<file path="src/rtl/conv_window_sequencer_pkg.sv">
// ============================================================================
// Module      : conv_pkg
// Description : Shared constants, state encoding and tap-offset helper for the
//               3x3 padded-window fetch sequencer.
// Revision    : 1.0
// ============================================================================
`default_nettype none

package conv_pkg;

    localparam int IMG_W  = 64;
    localparam int PAD_W  = IMG_W + 2;
    localparam int DATA_W = 20;
    localparam int TAPS   = 9;
    localparam int ADDR_W = 13;

    typedef enum logic [1:0] {
        IDLE    = 2'd0,
        FETCH   = 2'd1,
        PRESENT = 2'd2,
        DONE    = 2'd3
    } state_e;

    // Offset of tap k = dy*3+dx from the window's top-left padded address.
    function automatic logic [ADDR_W-1:0] tap_offset(input logic [3:0] tap);
        logic [ADDR_W-1:0] off;
        case (tap)
            4'd0:    off = ADDR_W'(0);
            4'd1:    off = ADDR_W'(1);
            4'd2:    off = ADDR_W'(2);
            4'd3:    off = ADDR_W'(PAD_W);
            4'd4:    off = ADDR_W'(PAD_W + 1);
            4'd5:    off = ADDR_W'(PAD_W + 2);
            4'd6:    off = ADDR_W'(2 * PAD_W);
            4'd7:    off = ADDR_W'(2 * PAD_W + 1);
            4'd8:    off = ADDR_W'(2 * PAD_W + 2);
            default: off = ADDR_W'(0);
        endcase
        return off;
    endfunction

endpackage

`default_nettype wire

</file>
<file path="src/rtl/conv_window_sequencer_pad_addr_gen.sv">
// ============================================================================
// Module      : pad_addr_gen
// Description : Tracks the padded-space row base and column of the current
//               window and forms pseudo_addr for the selected tap.
// Revision    : 1.0
// ============================================================================
`default_nettype none

module pad_addr_gen
    import conv_pkg::*;
(
    input  logic              clk,
    input  logic              reset,
    input  logic              clr_i,
    input  logic              adv_i,
    input  logic [3:0]        tap_i,
    output logic [ADDR_W-1:0] addr_o
);

    localparam logic [5:0] COL_LAST = 6'(IMG_W - 1);

    logic [ADDR_W-1:0] row_base_q, row_base_d;
    logic [5:0]        col_q, col_d;

    always_comb begin
        row_base_d = row_base_q;
        col_d      = col_q;
        if (clr_i) begin
            row_base_d = '0;
            col_d      = '0;
        end else if (adv_i) begin
            // Row base steps by the padded pitch, so no multiplier is needed.
            if (col_q == COL_LAST) begin
                col_d      = '0;
                row_base_d = row_base_q + ADDR_W'(PAD_W);
            end else begin
                col_d = col_q + 6'd1;
            end
        end
    end

    always_ff @(posedge clk or negedge reset) begin
        if (!reset) begin
            row_base_q <= '0;
            col_q      <= '0;
        end else begin
            row_base_q <= row_base_d;
            col_q      <= col_d;
        end
    end

    assign addr_o = row_base_q + ADDR_W'(col_q) + tap_offset(tap_i);

endmodule

`default_nettype wire

</file>
<file path="src/rtl/conv_window_sequencer.sv">
// ============================================================================
// Module      : conv_window_sequencer
// Description : Walks a 64x64 image, fetches each zero-padded 3x3 window tap by
//               tap and presents the window downstream with valid/ready.
// Revision    : 1.0
// ============================================================================
`default_nettype none

module conv_window_sequencer
    import conv_pkg::*;
#(
    parameter int FETCH_LAT = 2
)
(
    input  logic                   clk,
    input  logic                   reset,
    input  logic                   start,
    output logic                   busy,
    output logic                   done,
    output logic [ADDR_W-1:0]      pseudo_addr,
    input  logic [DATA_W-1:0]      data,
    output logic                   win_valid,
    input  logic                   win_ready,
    output logic [TAPS*DATA_W-1:0] win_data,
    output logic [5:0]             win_x,
    output logic [5:0]             win_y
);

    localparam int              WAIT_W    = (FETCH_LAT > 1) ? $clog2(FETCH_LAT) : 1;
    localparam logic [WAIT_W-1:0] WAIT_LAST = WAIT_W'(FETCH_LAT - 1);
    localparam logic [5:0]      XY_LAST   = 6'(IMG_W - 1);
    localparam logic [3:0]      TAP_LAST  = 4'(TAPS - 1);

    state_e                   state_q, state_d;
    logic [WAIT_W-1:0]        wcnt_q, wcnt_d;
    logic [3:0]               tap_q, tap_d;
    logic [5:0]               x_q, x_d;
    logic [5:0]               y_q, y_d;
    logic [TAPS*DATA_W-1:0]   win_q, win_d;
    logic                     pad_clr;
    logic                     pad_adv;

    pad_addr_gen u_pad_addr_gen (
        .clk    (clk),
        .reset  (reset),
        .clr_i  (pad_clr),
        .adv_i  (pad_adv),
        .tap_i  (tap_q),
        .addr_o (pseudo_addr)
    );

    always_comb begin
        state_d = state_q;
        wcnt_d  = wcnt_q;
        tap_d   = tap_q;
        x_d     = x_q;
        y_d     = y_q;
        win_d   = win_q;
        pad_clr = 1'b0;
        pad_adv = 1'b0;
        case (state_q)
            IDLE: begin
                if (start) begin
                    state_d = FETCH;
                    wcnt_d  = '0;
                    tap_d   = '0;
                    x_d     = '0;
                    y_d     = '0;
                    pad_clr = 1'b1;
                end
            end
            FETCH: begin
                if (wcnt_q == WAIT_LAST) begin
                    for (int k = 0; k < TAPS; k++) begin
                        if (tap_q == 4'(k)) begin
                            win_d[k*DATA_W +: DATA_W] = data;
                        end
                    end
                    wcnt_d = '0;
                    // Tap stays at 8 while presenting so pseudo_addr holds.
                    if (tap_q == TAP_LAST) begin
                        state_d = PRESENT;
                    end else begin
                        tap_d = tap_q + 4'd1;
                    end
                end else begin
                    wcnt_d = wcnt_q + WAIT_W'(1);
                end
            end
            PRESENT: begin
                if (win_ready) begin
                    tap_d  = '0;
                    wcnt_d = '0;
                    x_d    = x_q + 6'd1;
                    if (x_q == XY_LAST) begin
                        y_d = y_q + 6'd1;
                    end
                    if ((x_q == XY_LAST) && (y_q == XY_LAST)) begin
                        state_d = DONE;
                        pad_clr = 1'b1;
                    end else begin
                        state_d = FETCH;
                        pad_adv = 1'b1;
                    end
                end
            end
            DONE: begin
                state_d = IDLE;
            end
            default: begin
                state_d = IDLE;
            end
        endcase
    end

    always_ff @(posedge clk or negedge reset) begin
        if (!reset) begin
            state_q <= IDLE;
            wcnt_q  <= '0;
            tap_q   <= '0;
            x_q     <= '0;
            y_q     <= '0;
            win_q   <= '0;
        end else begin
            state_q <= state_d;
            wcnt_q  <= wcnt_d;
            tap_q   <= tap_d;
            x_q     <= x_d;
            y_q     <= y_d;
            win_q   <= win_d;
        end
    end

    assign busy      = (state_q != IDLE);
    assign done      = (state_q == DONE);
    assign win_valid = (state_q == PRESENT);
    assign win_data  = win_q;
    assign win_x     = x_q;
    assign win_y     = y_q;

endmodule

`default_nettype wire

</file>
<file path="config.mk">
export PLATFORM = sky130hd
export DESIGN_NAME = conv_window_sequencer
export DESIGN_NICKNAME = d
export VERILOG_FILES = /design/src/rtl/conv_window_sequencer_pkg.sv /design/src/rtl/conv_window_sequencer_pad_addr_gen.sv /design/src/rtl/conv_window_sequencer.sv
export SDC_FILE = /design/constraint.sdc
export NUM_CORES = 1
export LEC_CHECK = 0
export BUFFER_PORTS_ARGS = -buffer_cell sky130_fd_sc_hd__clkbuf_2
export CAP_MARGIN = 20
export CORE_UTILIZATION = 50
export DETAILED_ROUTE_END_ITERATION = 8
export GPL_TIMING_DRIVEN = 0
export PLACE_DENSITY = 0.79
export SLEW_MARGIN = 15
export SYNTH_ARGS = -nofsm -noshare
export SYNTH_HDL_FRONTEND = slang
export SYNTH_SLANG_ARGS = --single-unit
</file>
<file path="constraint.sdc">
create_clock -name clk -period 7.6 [get_ports clk]
set_input_delay 1.52 -clock clk [delete_from_list [all_inputs] [get_ports clk]]
set_output_delay 1.52 -clock clk [all_outputs]
set_load 0.01 [all_outputs]
</file>
==> impl_metrics.csv <==
group,metric,value,unit
detailed_routing,routed_wl,23300,um
finish,fillers,1455,
detailed_routing,drt-initial-drc-count,224,
die,core,18800,um^2
cts,cts_buffers,24,
detailed_routing,viasPerCell,5.49,
finish,syn_to_final_growth,24.0,%
critical_path,cp_slowest_stage_delay,0.49,ns
cts,clk_pin_slew,0.06,ns
global_route,busiest_layer,"met2",
detailed_routing,num_vias,6703,
critical_path,crit_fanout,6,
finish,multi_input_area,3900,um^2
outcome,outcome,"finished clean",
yosys,synth_top_area_share,0.567,
place,dpl.hpwl,16200,um
sta,rsz0062_at_grt,"false",
die,start_util,0.511,
critical_path,critical_path.endpoint_type,"output port",
yosys,postSynthAreaPerCell,13.5,um^2
critical_path,slowest_stage,"fa_1",
yosys,yosys_warnings,0,
sta,finalMaxSlewViolations,0,
yosys,ys_async_sr_fraction,1.00,
yosys,netlist_area,9580,um^2
die,num_rows,50,
yosys,yosysTopAreaCell,"dfrtp_1",
global_route,met1_usage,0.321,
critical_path,path_class,"flip-flop to output port",
power_and_ir_drop,peakVddDrop,316,uV
die,die_area,19700,um^2
power_and_ir_drop,power.leakage,5.68,nW
sta,finalSetupTns,0,ns
run,max_cap_viol_count,0,
global_route,met3_usage,0.0595,
critical_path,crit_arrival,3.93,ns
die,ios,232,
cts,cts_tree,"done",
finish,layout.nets,1020,
detailed_routing,drc,0,
yosys,synth.most_common_cell,"dfrtp_1",
sta,fin_skew,0.0172,ns
sta,period_needed,5.45,ns
yosys,synthTopCellsByCount,"dfrtp_1, mux2_2, nor2_1",
critical_path,cp.buffers_inverters,3,
global_route,grt.overflow.total,0,
sta,max_slew_margin,0.660,
detailed_routing,drtPass1Iterations,4,
sta,hold_viol_final,0,
yosys,synth_top_flop_cell,"dfrtp_1",
cts,post_cts_resized,0,
sta,fmax,0.184,GHz
cts,cts.sinks,217,
place,gp_congestion,0.829,
global_route,grt_pass1_vias,6763,
finish,diodes,0,
yosys,synth_edf_count,0,
die,chipWidth,140,um
global_route,track_usage,0.243,
critical_path,cp-start-kind,"flip-flop",
critical_path,crit_chain,"inv_1 > ha_1 > mux2i_1 > nor2_1 > a21oi_1 > fa_1 > inv_1 > ha_1 > fa_1 > a211oi_1 > nor2_1 > o2111ai_1 > xnor2_1 > clkbuf_2",
place,post_dp_cell_area,11100,um^2
yosys,ys_ff_latch,217,
sta,setup_viol,0,
yosys,postSynthCellCount,711,
critical_path,cp_top_family,"adder cells",
finish,postLayoutCellArea,11900,um^2
power_and_ir_drop,power-per-cell-area,464,nW/um^2
detailed_routing,ant_nets,0,
place,io_buffers,231,
cts,cts-hold-fix-buffers,0,
sta,whs,0.502,ns
cts,clkLatencyLatePin,0.52,ns
yosys,yosysSeqAreaShare,0.567,
finish,postLayoutCoreUtil,0.633,
global_route,antenna_found_initial,0,
yosys,yosys-top-cells-area,"dfrtp_1, mux2_2, ha_1",
finish,regArea,5430,um^2
cts,h-tree-depth,1,
finish,drive_gt1_frac,0.498,
yosys,yosysUniqueCellTypes,56,
global_route,grt_pass1_wl,37400,um
die,die_height,140,um
sta,fin_crit_sh,0.717,
global_route,gr-usage-met2,0.394,
yosys,syn-num-nets,761,
cts,post_cts_buffers,0,
sta,worst_pin_slew,0.507,ns
cts,cts_buffer_depth,3,
cts,cts_root_buf,"clkbuf_16",
worst_hold_path,hold_class,"flip-flop to flip-flop",
global_route,grt_max_degree,97,
critical_path,required,6.08,ns
detailed_routing,wl_per_cell,19.1,um
-- final cells by class --
type                    count  share of cell area
flip-flops and latches    217               0.457
multi-input cells         441               0.329
repair buffers            233               0.103
clock buffers              34              0.0562
well taps                 234              0.0246
plain buffers              33              0.0146
clock inverters            10             0.00969
inverters                  20             0.00632
-- registers in the layout, indices dropped and copies added, names as in the netlist --
signal                     flops
state_q                        2
tap_q                          4
u_pad_addr_gen.col_q           6
u_pad_addr_gen.row_base_q     12
wcnt_q                         1
win_data                     180
win_x                          6
win_y                          6
-- worst register-to-register path: stages, from the launching register on --
cell      delay, ns
dfrtp_1        0.44
inv_1          0.17
ha_1           0.31
nand3b_1       0.18
nor2_1         0.21
buf_2          0.37
mux2_2         0.39
-- power by group --
group          internal, mW  switching [mW]
combinational          1.10            1.23
clock                 0.683           0.462
sequential             1.71           0.330
total                  3.49            2.02
-- metal layers --
| metal | vias to the layer above | share of wire |
|---|---|---|
| li1 | 3082 | - |
| met1 | 3375 | 0.43 |
| met2 | 193 | 0.48 |
| met3 | 53 | 0.058 |
| met4 | 0 | 0.031 |
| met5 | - | 0 |
-- path summary, 6_finish.rpt --
check,from,endpoint,cells past startpoint,slack [ns]
hold / removal,win_data[19]$_DFFE_PN0P_,win_data[19]$_DFFE_PN0P_,1,0.50
setup reg to reg,tap_q[1]$_DFFE_PN0P_,win_data[173]$_DFFE_PN0P_,6,5.41
hold reg to reg,win_data[19]$_DFFE_PN0P_,win_data[19]$_DFFE_PN0P_,1,0.50
max in group asynchronous,reset,win_data[14]$_DFFE_PN0P_,3,5.44
setup / recovery,tap_q[1]$_DFFE_PN0P_,pseudo_addr[11],14,2.15
min in group asynchronous,reset,win_data[124]$_DFFE_PN0P_,1,0.96
-- cells in the final DEF (no fill, tap or decap), types with 3 or more instances in the layout --
cell,count
nand3_1,19
a21o_1,4
and2_1,3
nand2_1,28
nor2b_1,4
o21bai_1,3
clkbuf_2,230
buf_2,25
ha_1,23
nor2_1,34
mux2_2,180
o2111ai_1,5
inv_1,20
dfrtp_1,217
and3b_1,3
clkbuf_8,4
and4_1,3
o211ai_1,4
xnor2_1,14
and3_1,4
a21oi_1,8
clkinv_2,6
o21ai_0,20
fa_1,3
or3_1,5
o31ai_1,3
a211oi_1,4
nand3b_1,4
nand2b_1,4
o221ai_1,5
xor2_1,6
a31oi_1,3
nand4_1,9
buf_4,3
clkbuf_1,11
mux2i_1,6
clkbuf_16,24
-- cell families after synthesis --
group                    Yosys count  share of synthesized area
flip-flops                       217                      0.567
multiplexers                     186                      0.218
AND/OR/NAND/NOR                  131                     0.0717
AO/OA/AOI/OAI                     78                     0.0633
buffers and inverters             53                     0.0260
adder cells (fa/ha/maj)           26                     0.0363
XOR/XNOR                          20                     0.0183
-- metrics by stage --
step           setup WS, ns  total power, mW  instances
2_1_floorplan          3.15             3.39        711
3_3_place_gp          0.768             4.30       1176
3_5_place_dp           2.72             4.38       1178
4_1_cts                2.16             5.56       1222
5_1_grt                1.80             5.85       1222
6_report               2.15             5.51       1222
(Power assumes the default switching activity.)
